## src/rtl/dtc_score_pkg.sv

```systemverilog
// dtc_score_pkg: shared types and constants for the prediction-scoring window.
//   WIN_W_DEF : default width of window length and of every count
//   state_e   : window FSM states (IDLE, COLLECT, REPORT)
package dtc_score_pkg;
    localparam int WIN_W_DEF = 16;
    typedef enum logic [1:0] {IDLE, COLLECT, REPORT} state_e;
endpackage

```

## src/rtl/dtc_score_if.sv

```systemverilog
// dtc_score_if: bundle between a scoring consumer/producer (master) and dtc_score_window (slave).
//   start/win_len          : open a window of win_len predictions (0 treated as 1)
//   pred_valid/pred_ready  : prediction handshake carrying pred and label
//   res_valid/res_ready    : window summary handshake
//   ones/err/tp/fp/fn/tn   : live and final window counts
interface dtc_score_if import dtc_score_pkg::*; #(parameter int WIN_W = WIN_W_DEF);
    logic             start;
    logic [WIN_W-1:0] win_len;
    logic             pred_valid;
    logic             pred_ready;
    logic             pred;
    logic             label;
    logic             res_valid;
    logic             res_ready;
    logic [WIN_W-1:0] ones_cnt;
    logic [WIN_W-1:0] err_cnt;
    logic [WIN_W-1:0] tp_cnt;
    logic [WIN_W-1:0] fp_cnt;
    logic [WIN_W-1:0] fn_cnt;
    logic [WIN_W-1:0] tn_cnt;
    modport master (
        output start, win_len, pred_valid, pred, label, res_ready,
        input  pred_ready, res_valid, ones_cnt, err_cnt, tp_cnt, fp_cnt, fn_cnt, tn_cnt
    );
    modport slave (
        input  start, win_len, pred_valid, pred, label, res_ready,
        output pred_ready, res_valid, ones_cnt, err_cnt, tp_cnt, fp_cnt, fn_cnt, tn_cnt
    );
endinterface

```

## src/rtl/dtc_score_cnt.sv

```systemverilog
// dtc_score_cnt: W-bit event counter.
//   clk, rst_n : clock, synchronous active-low reset
//   clr        : zero the count (wins over inc)
//   inc        : add one
//   cnt        : current count
module dtc_score_cnt #(parameter int W = 16) (
    input  logic         clk,
    input  logic         rst_n,
    input  logic         clr,
    input  logic         inc,
    output logic [W-1:0] cnt
);
    logic [W-1:0] cnt_q, cnt_d;
    always_comb cnt_d = clr ? '0 : cnt_q + W'(inc);
    always_ff @(posedge clk) begin
        if (!rst_n) cnt_q <= '0;
        else        cnt_q <= cnt_d;
    end
    assign cnt = cnt_q;
endmodule

```

## src/rtl/dtc_score_window.sv

```systemverilog
// dtc_score_window: scores a window of classifier predictions against labels.
//   clk, rst_n : clock, synchronous active-low reset
//   bus        : dtc_score_if slave (start/win_len, prediction handshake,
//                result handshake, ones/err and confusion-matrix counts)
// Build option: define DTC_SCORE_CONFMAT_EN to implement tp/fp/fn/tn counters;
// otherwise those ports are tied to zero.
module dtc_score_window import dtc_score_pkg::*; #(parameter int WIN_W = WIN_W_DEF) (
    input  logic     clk,
    input  logic     rst_n,
    dtc_score_if.slave bus
);
    state_e           state_q, state_d;
    logic [WIN_W-1:0] rem_q, rem_d;
    logic             accept, clr;
    assign accept         = (state_q == COLLECT) && bus.pred_valid;
    assign clr            = (state_q == IDLE) && bus.start;
    assign bus.pred_ready = (state_q == COLLECT);
    assign bus.res_valid  = (state_q == REPORT);
    always_comb begin
        state_d = state_q;
        rem_d   = rem_q;
        if (clr) begin
            state_d = COLLECT;
            // a zero-length request still scores one sample
            rem_d   = (bus.win_len == '0) ? WIN_W'(1) : bus.win_len;
        end else if (accept) begin
            rem_d   = rem_q - WIN_W'(1);
            state_d = (rem_q == WIN_W'(1)) ? REPORT : COLLECT;
        end else if (bus.res_valid && bus.res_ready) begin
            state_d = IDLE;
        end
    end
    always_ff @(posedge clk) begin
        if (!rst_n) begin
            state_q <= IDLE;
            rem_q   <= '0;
        end else begin
            state_q <= state_d;
            rem_q   <= rem_d;
        end
    end
    dtc_score_cnt #(.W(WIN_W)) u_ones (.clk(clk), .rst_n(rst_n), .clr(clr),
        .inc(accept && bus.pred), .cnt(bus.ones_cnt));
    dtc_score_cnt #(.W(WIN_W)) u_err (.clk(clk), .rst_n(rst_n), .clr(clr),
        .inc(accept && (bus.pred ^ bus.label)), .cnt(bus.err_cnt));
`ifdef DTC_SCORE_CONFMAT_EN
    dtc_score_cnt #(.W(WIN_W)) u_tp (.clk(clk), .rst_n(rst_n), .clr(clr),
        .inc(accept && bus.pred && bus.label), .cnt(bus.tp_cnt));
    dtc_score_cnt #(.W(WIN_W)) u_fp (.clk(clk), .rst_n(rst_n), .clr(clr),
        .inc(accept && bus.pred && !bus.label), .cnt(bus.fp_cnt));
    dtc_score_cnt #(.W(WIN_W)) u_fn (.clk(clk), .rst_n(rst_n), .clr(clr),
        .inc(accept && !bus.pred && bus.label), .cnt(bus.fn_cnt));
    dtc_score_cnt #(.W(WIN_W)) u_tn (.clk(clk), .rst_n(rst_n), .clr(clr),
        .inc(accept && !bus.pred && !bus.label), .cnt(bus.tn_cnt));
`else
    assign bus.tp_cnt = '0;
    assign bus.fp_cnt = '0;
    assign bus.fn_cnt = '0;
    assign bus.tn_cnt = '0;
`endif
endmodule
```

## src/flat_wrapper.sv

```systemverilog
// flat-port wrapper written by rule: the top's interface ports become plain ports
module dtc_score_window_flat import dtc_score_pkg::*;
#(parameter int WIN_W = WIN_W_DEF)
  (clk, rst_n, bus_start, bus_win_len, bus_pred_valid, bus_pred, bus_label, bus_res_ready, bus_pred_ready, bus_res_valid, bus_ones_cnt, bus_err_cnt, bus_tp_cnt, bus_fp_cnt, bus_fn_cnt, bus_tn_cnt);
  dtc_score_if #(.WIN_W(WIN_W)) bus_i ();
  input  logic clk;
  input  logic rst_n;
  input wire logic [$bits(bus_i.start)-1:0] bus_start;
  input wire logic [$bits(bus_i.win_len)-1:0] bus_win_len;
  input wire logic [$bits(bus_i.pred_valid)-1:0] bus_pred_valid;
  input wire logic [$bits(bus_i.pred)-1:0] bus_pred;
  input wire logic [$bits(bus_i.label)-1:0] bus_label;
  input wire logic [$bits(bus_i.res_ready)-1:0] bus_res_ready;
  output wire logic [$bits(bus_i.pred_ready)-1:0] bus_pred_ready;
  output wire logic [$bits(bus_i.res_valid)-1:0] bus_res_valid;
  output wire logic [$bits(bus_i.ones_cnt)-1:0] bus_ones_cnt;
  output wire logic [$bits(bus_i.err_cnt)-1:0] bus_err_cnt;
  output wire logic [$bits(bus_i.tp_cnt)-1:0] bus_tp_cnt;
  output wire logic [$bits(bus_i.fp_cnt)-1:0] bus_fp_cnt;
  output wire logic [$bits(bus_i.fn_cnt)-1:0] bus_fn_cnt;
  output wire logic [$bits(bus_i.tn_cnt)-1:0] bus_tn_cnt;
  assign bus_i.start = bus_start;
  assign bus_i.win_len = bus_win_len;
  assign bus_i.pred_valid = bus_pred_valid;
  assign bus_i.pred = bus_pred;
  assign bus_i.label = bus_label;
  assign bus_i.res_ready = bus_res_ready;
  assign bus_pred_ready = bus_i.pred_ready;
  assign bus_res_valid = bus_i.res_valid;
  assign bus_ones_cnt = bus_i.ones_cnt;
  assign bus_err_cnt = bus_i.err_cnt;
  assign bus_tp_cnt = bus_i.tp_cnt;
  assign bus_fp_cnt = bus_i.fp_cnt;
  assign bus_fn_cnt = bus_i.fn_cnt;
  assign bus_tn_cnt = bus_i.tn_cnt;
  dtc_score_window #(.WIN_W(WIN_W)) u_core (.clk(clk), .rst_n(rst_n), .bus(bus_i));
endmodule
```

## config.mk

```make
export PLATFORM = sky130hd
export DESIGN_NAME = dtc_score_window_flat
export DESIGN_NICKNAME = d
export VERILOG_FILES = /design/src/rtl/dtc_score_pkg.sv /design/src/rtl/dtc_score_if.sv /design/src/rtl/dtc_score_cnt.sv /design/src/rtl/dtc_score_window.sv /design/src/flat_wrapper.sv
export SDC_FILE = /design/constraint.sdc
export NUM_CORES = 1
export LEC_CHECK = 0
export BUFFER_PORTS_ARGS = -buffer_cell sky130_fd_sc_hd__buf_4
export CAP_MARGIN = 30
export CORE_MARGIN = 2
export CORE_UTILIZATION = 49
export DETAILED_ROUTE_END_ITERATION = 16
export PLACE_DENSITY = 0.81
export SYNTH_ARGS = -nofsm -noshare
export SYNTH_HDL_FRONTEND = slang
export SYNTH_SLANG_ARGS = --single-unit
```

## constraint.sdc

```tcl
create_clock -name clk -period 2.5 [get_ports clk]
set_input_delay 0.25 -clock clk [delete_from_list [all_inputs] [get_ports clk]]
set_output_delay 0.25 -clock clk [all_outputs]
set_load 0.01 [all_outputs]
```

==> impl_metrics.ini, run 1 <==
[hold_path]
hold_path_class = in -> reg
hold_depth = 3

[detailed_routing]
drt_wl_total_um = 6420
drt_iter0_markers = 124
wl_per_cell_um = 12.9
drt_pass1_iterations = 4
via_count = 2629
ant_nets = 0
routed_via_density = 5.29
drcViolationCount = 0

[global_routing]
grt.overflow.total = 0
antenna_found_initial = 0
first_global_vias = 2328
grt_max_degree = 29
groute.usage.overall = 0.179
grt_pass1_wl_um = 10500

[critical_path]
ff2ff_path_depth = 8
critPathKind = reg -> reg
cp-end-kind = flop
start_kind = flop
critPathArrivalTime_ns = 2.41
worstPathRequired_ns = 2.74
cp_max_fo = 9

[cts]
cts_buffers = 5
clk_path_buf_depth = 2
cts_tree = yes
clock-sinks = 50
cts-hold-fix-buffers = 0
cts_resized = 0
root_buffer = clkbuf_8
postCtsSetupBuffers = 0
clk_pin_slew_ns = 0.09
h-tree-depth = 2
worstSkewPairLatency_ns = 0.31

[finish]
stdcell_area_um2 = 3380
synthToLayoutAreaGrowth_pct = 10.6
final_cells = 497
drive_gt1_frac = 0.187
final.fill_count = 553
diodes = 0
fin_nets = 450

[place]
post-dp-hpwl_um = 4820
dp_cells = 489
dpl_cell_area_um2 = 3290
gp_congestion = 0.861
dp_slack_ns = 0.350
io_buffer_count = 56

[timing]
min_period_ns = 2.17
finalCritPeriodShare = 0.870
drv_slew = 0
skew_ns = 0.00552
hold_violations = 0
finalSetupViolations = 0
relSlewSlack = 0.549
rsz0062_at_grt = false
tns_ns = 0
worst_slew_pin_slew_ns = 0.673
setup_ws_ns = 0.326
holdWs_ns = 0.203
fmaxAchievable_mhz = 460

[synth]
ys.flop_type = dfxtp_1
synth.most_common_cell = buf_4
yosysSeqAreaShare = 0.328
postSynthCellCount = 369
synthTopCellsByCount = buf_4, dfxtp_1, nor2_1
ys_ff_latch = 50
synth_top_area_frac = 0.328
synth_area_um2 = 3060
ys.warnings.count = 0
synth_enable_flop_cells = 0
post-synth-top-area-cell = dfxtp_1
synth_cell_types = 55
ys_top_cells_by_area = dfxtp_1, buf_4, xor2_1
async_flop_share = 0
synth.avg_cell_area_um2 = 8.28

[die]
initial_core_util = 0.510
core_um2 = 5990
die_y_um = 83.0
die_w_um = 83.0
ioPinCount = 121
rows = 28
die_area_um2 = 6880

[run]
max-cap-violations = 0

[pwr]
power.density_nw_per_um2 = 480
irDropWorstVdd_uv = 234
p_leak_nw = 1.41

[outcome]
status = complete, no violations
## layout make-up
cell class              instances  area [um2]  area share
flip-flops and latches         50        1000       0.296
clock buffers                   5        68.8      0.0204
clock inverters                 3        21.3     0.00629
repair buffers                 59         443       0.131
well taps                      75        93.8      0.0278
multi-input cells             297        1720       0.510
inverters                       8        30.0     0.00888
## per-stage QoR
step	total power, W	util
3_3_place_gp	0.00115	0.549
2_1_floorplan	0.00115	-
3_5_place_dp	0.00116	0.549
4_1_cts	0.00164	0.564
5_1_grt	0.00171	0.564
6_report	0.00162	0.564
## flip-flops by register name (all words and copies together), names as in the netlist
signal / count
u_core.u_err.cnt: 16
u_core.rem_q: 16
u_core.state_q: 2
u_core.u_ones.cnt: 16
## routing by layer
layer,up-vias,share of wire,global-route usage
met4,0,0.014,0.0537
met5,-,0,0
met3,8,0.078,0.0457
met1,1230,0.42,0.224
met2,103,0.48,0.304
li1,1288,-,-
## critical path, cell delays in order, from the launching register on
cell and delay [ns]:
dfxtp_1 0.48, and3b_1 0.21, and2_1 0.13, ha_1 0.19, ha_1 0.21, and2_1 0.17
nand3_1 0.17, or3_1 0.39, a21oi_1 0.16
## path summary, 6_finish.rpt
path	start	end	slack [ns]
min	bus_win_len[9]	u_core.rem_q[9]$_SDFFE_PN0P_	0.20
max reg2reg	u_core.state_q[0]$_SDFFE_PN0P_	u_core.u_ones.cnt[14]$_SDFF_PP0_	0.33
min reg2reg	u_core.u_ones.cnt[15]$_SDFF_PP0_	u_core.u_ones.cnt[15]$_SDFF_PP0_	0.50
max	u_core.state_q[0]$_SDFFE_PN0P_	u_core.u_ones.cnt[14]$_SDFF_PP0_	0.33
## cells in the final DEF, fill, tap and decap left out, types with 3 or more instances in the layout
master | Yosys | final
nand2_1 | 23 | 23
clkbuf_8 | 0 | 5
nor2_1 | 27 | 27
o31ai_1 | 3 | 3
and3_1 | 6 | 6
or3_1 | 10 | 10
mux2i_1 | 3 | 3
nand3b_1 | 3 | 3
nand3_1 | 19 | 19
nor4_1 | 6 | 6
xnor2_1 | 7 | 7
xor2_1 | 14 | 14
buf_4 | 64 | 59
nand2b_1 | 3 | 3
dfxtp_1 | 50 | 50
ha_1 | 6 | 6
and4_1 | 3 | 3
conb_1 | 1 | 64
nor3_1 | 8 | 8
o221ai_1 | 5 | 5
or4_1 | 4 | 4
a21oi_1 | 19 | 19
nand4_1 | 12 | 12
o21ai_0 | 16 | 16
inv_1 | 8 | 8
## where the power goes
group / leakage, nW / switching (W) / total [W] / internal [W]
combinational: 0.961 / 0.000175 / 0.000278 / 0.000102
sequential: 0.406 / 0.0000405 / 0.000864 / 0.000823
clock: 0.0441 / 0.000284 / 0.000482 / 0.000197
## logic make-up (layout without fill, tap and decap cells)
| group | count (synthesis) | after routing | synth area share |
|---|---|---|---|
| flops | 50 | 50 | 0.328 |
| other cells | 1 | 64 | 0.00123 |
| mux | 3 | 3 | 0.00983 |
| fa+ha+maj | 6 | 6 | 0.0246 |
| compound gates | 57 | 57 | 0.116 |
| xor+xnor | 21 | 21 | 0.0602 |
| simple gates | 146 | 146 | 0.275 |
| buf+inv | 85 | 75 | 0.186 |
(Power assumes the default switching activity.)
==> run 2, diff against run 1 <==
--- a/config.mk
+++ b/config.mk
@@ -10,7 +10,9 @@
 export CORE_MARGIN = 2
 export CORE_UTILIZATION = 49
 export DETAILED_ROUTE_END_ITERATION = 16
-export PLACE_DENSITY = 0.81
+export PLACE_DENSITY = 0.8
+export SETUP_SLACK_MARGIN = 0.5
 export SYNTH_ARGS = -nofsm -noshare
 export SYNTH_HDL_FRONTEND = slang
+export SYNTH_HIERARCHICAL = 1
 export SYNTH_SLANG_ARGS = --single-unit
==> run 2 against run 1 <==
Synthesized area grew 3.1%. Critical path depth is the same. Design area grew 12%. Fmax grew 9.2%. Critical endpoint is now u_core/u_ones/cnt[12]$_SDFF_PP0_. Clock power grew 13%. First-iteration DRC count grew 1.6%. Register-to-register slack gained 0.18 ns.
==> impl_metrics.ini, run 2 <==
[outcome]
status = complete, no violations

[critical_path]
start_kind = flop
cp-end-kind = flop
cp_max_fo = 8
critPathKind = reg -> reg
critPathArrivalTime_ns = 2.23
worstPathRequired_ns = 2.74

[synth]
postSynthCellCount = 373
synth_area_um2 = 3150
synth_top_area_frac = 0.318
post-synth-top-area-cell = dfxtp_1
async_flop_share = 0
yosysSeqAreaShare = 0.318
synth.avg_cell_area_um2 = 8.45
synthTopCellsByCount = buf_4, dfxtp_1, nand2_1
ys_ff_latch = 50
synth_enable_flop_cells = 0
ys.flop_type = dfxtp_1
ys.warnings.count = 6
synth.most_common_cell = buf_4
synth_cell_types = 50
ys_top_cells_by_area = dfxtp_1, buf_4, ha_1

[die]
core_um2 = 6280
initial_core_util = 0.502
die_area_um2 = 7090
ioPinCount = 121
die_w_um = 84.2
rows = 29
die_y_um = 84.2

[cts]
cts_buffers = 5
worstSkewPairLatency_ns = 0.30
clk_path_buf_depth = 2
cts_tree = yes
clock-sinks = 50
h-tree-depth = 2
clk_pin_slew_ns = 0.09
cts-hold-fix-buffers = 0
root_buffer = clkbuf_8

[detailed_routing]
wl_per_cell_um = 13.7
met2_length_um = 3610
ant_nets = 0
dr.max_layer_used = met4
via_count = 2814
drcViolationCount = 0
drt_iter0_markers = 126
drt_wl_total_um = 7210
routed_via_density = 5.36
wl_met3_um = 495
drt_pass1_iterations = 4
drt-met1-wl_um = 3040

[finish]
final_cell_mix = buf_4, conb_1, dfxtp_1
synthToLayoutAreaGrowth_pct = 20.3
multi_input_comb_area_um2 = 1950
drive_gt1_frac = 0.268
layout_commonest_cell = buf_4
diodes = 0
seq_area_um2 = 1010
finish.utilization = 0.604
fin_nets = 478
stdcell_area_um2 = 3790
final.fill_count = 566

[pwr]
irDropWorstVdd_uv = 228
power.density_nw_per_um2 = 451
p_leak_nw = 1.55

[global_routing]
groute.usage.overall = 0.185
first_global_vias = 2442
grt_max_degree = 25
antenna_found_initial = 0
grt_pass1_wl_um = 10900
grt.overflow.total = 0

[run]
max-cap-violations = 0

[timing]
min_period_ns = 1.99
rsz0062_at_grt = true
skew_ns = 0.00373
hold_violations = 0
drv_slew = 0
setup_ws_ns = 0.509
fmaxAchievable_mhz = 502
holdWs_ns = 0.206
finalSetupViolations = 0
tns_ns = 0
finalCritPeriodShare = 0.797

[place]
gp_congestion = 0.839
io_buffer_count = 56
post-dp-hpwl_um = 5050
dpl_cell_area_um2 = 3460
dp_slack_ns = 0.307

[hold_path]
hold_path_class = in -> reg
run 2: cell types whose count changed in the layout (fill, tap and decap cells not counted), sizes merged, moves of 7 or more:
cell,delta
buf,+18
nand2b,+9
nor2,-8
o21a,+8
nor2b,+7
o21ai,-7
run 2: what timing repair did:
| action | CTS | global route |
|---|---|---|
| endpoints found under the setup margin | 10 | 16 |
| gates cloned | 0 | 1 |
| setup buffers | 3 | 13 |
| resized for setup | 5 | 16 |
| pin swaps | 3 | 8 |
run 2: where the power goes:
part / leakage [nW] / switching [W] / total [W] / internal [W]
combinational: 1.08 / 0.000183 / 0.000309 / 0.000126
sequential: 0.408 / 0.0000347 / 0.000857 / 0.000822
clock: 0.0575 / 0.000264 / 0.000544 / 0.000280
total: 1.55 / 0.000481 / 0.00171 / 0.00123
run 2: cells by family after synthesis:
| logic type | count (synthesis) | share of synthesized area |
|---|---|---|
| AND/OR/NAND/NOR | 144 | 0.271 |
| multiplexers | 8 | 0.0258 |
| XOR/XNOR | 12 | 0.0334 |
| other | 1 | 0.00119 |
| adder cells (fa/ha/maj) | 8 | 0.0318 |
| buffers and inverters | 84 | 0.177 |
| flip-flops | 50 | 0.318 |
| AO/OA/AOI/OAI | 66 | 0.142 |
run 2: layout make-up:
cell class / instances / area share
clock buffers: 8 / 0.0290
repair buffers: 77 / 0.154
inverters: 10 / 0.00990
multi-input cells: 303 / 0.516
flip-flops and latches: 50 / 0.266
well taps: 77 / 0.0254
run 2: metal layers:
metal	up-vias	track usage
met5	-	0
met3	6	0.0423
met4	0	0.0572
li1	1372	-
met2	112	0.314
met1	1324	0.234
run 2: through the flow:
step	total power, W	instances
after floorplan	0.00115	436
after global placement	0.00115	500
after detailed placement	0.00115	500
after CTS	0.00170	511
after global routing	0.00180	525
final	0.00171	525
run 2: path summary, 6_finish.rpt:
path,endpoint,from,depth (start not counted),slack (ns)
worst max-delay path,u_core/u_ones/cnt[12]$_SDFF_PP0_,u_core/state_q[0]$_SDFFE_PN0P_,8,0.51
worst max register to register,u_core/u_ones/cnt[12]$_SDFF_PP0_,u_core/state_q[0]$_SDFFE_PN0P_,8,0.51
worst min register to register,u_core/u_ones/cnt[15]$_SDFF_PP0_,u_core/u_ones/cnt[15]$_SDFF_PP0_,2,0.47
worst min-delay path,u_core/rem_q[1]$_SDFFE_PN0P_,bus_win_len[1],3,0.21
run 2: critical path, cell delays in order (launching register included):
cell and delay (ns):
dfxtp_2 0.35, buf_6 0.10, and3b_1 0.19, and2_4 0.18, ha_4 0.17, ha_4 0.16, nand4_4 0.18, or4_4 0.46
a21oi_2 0.13
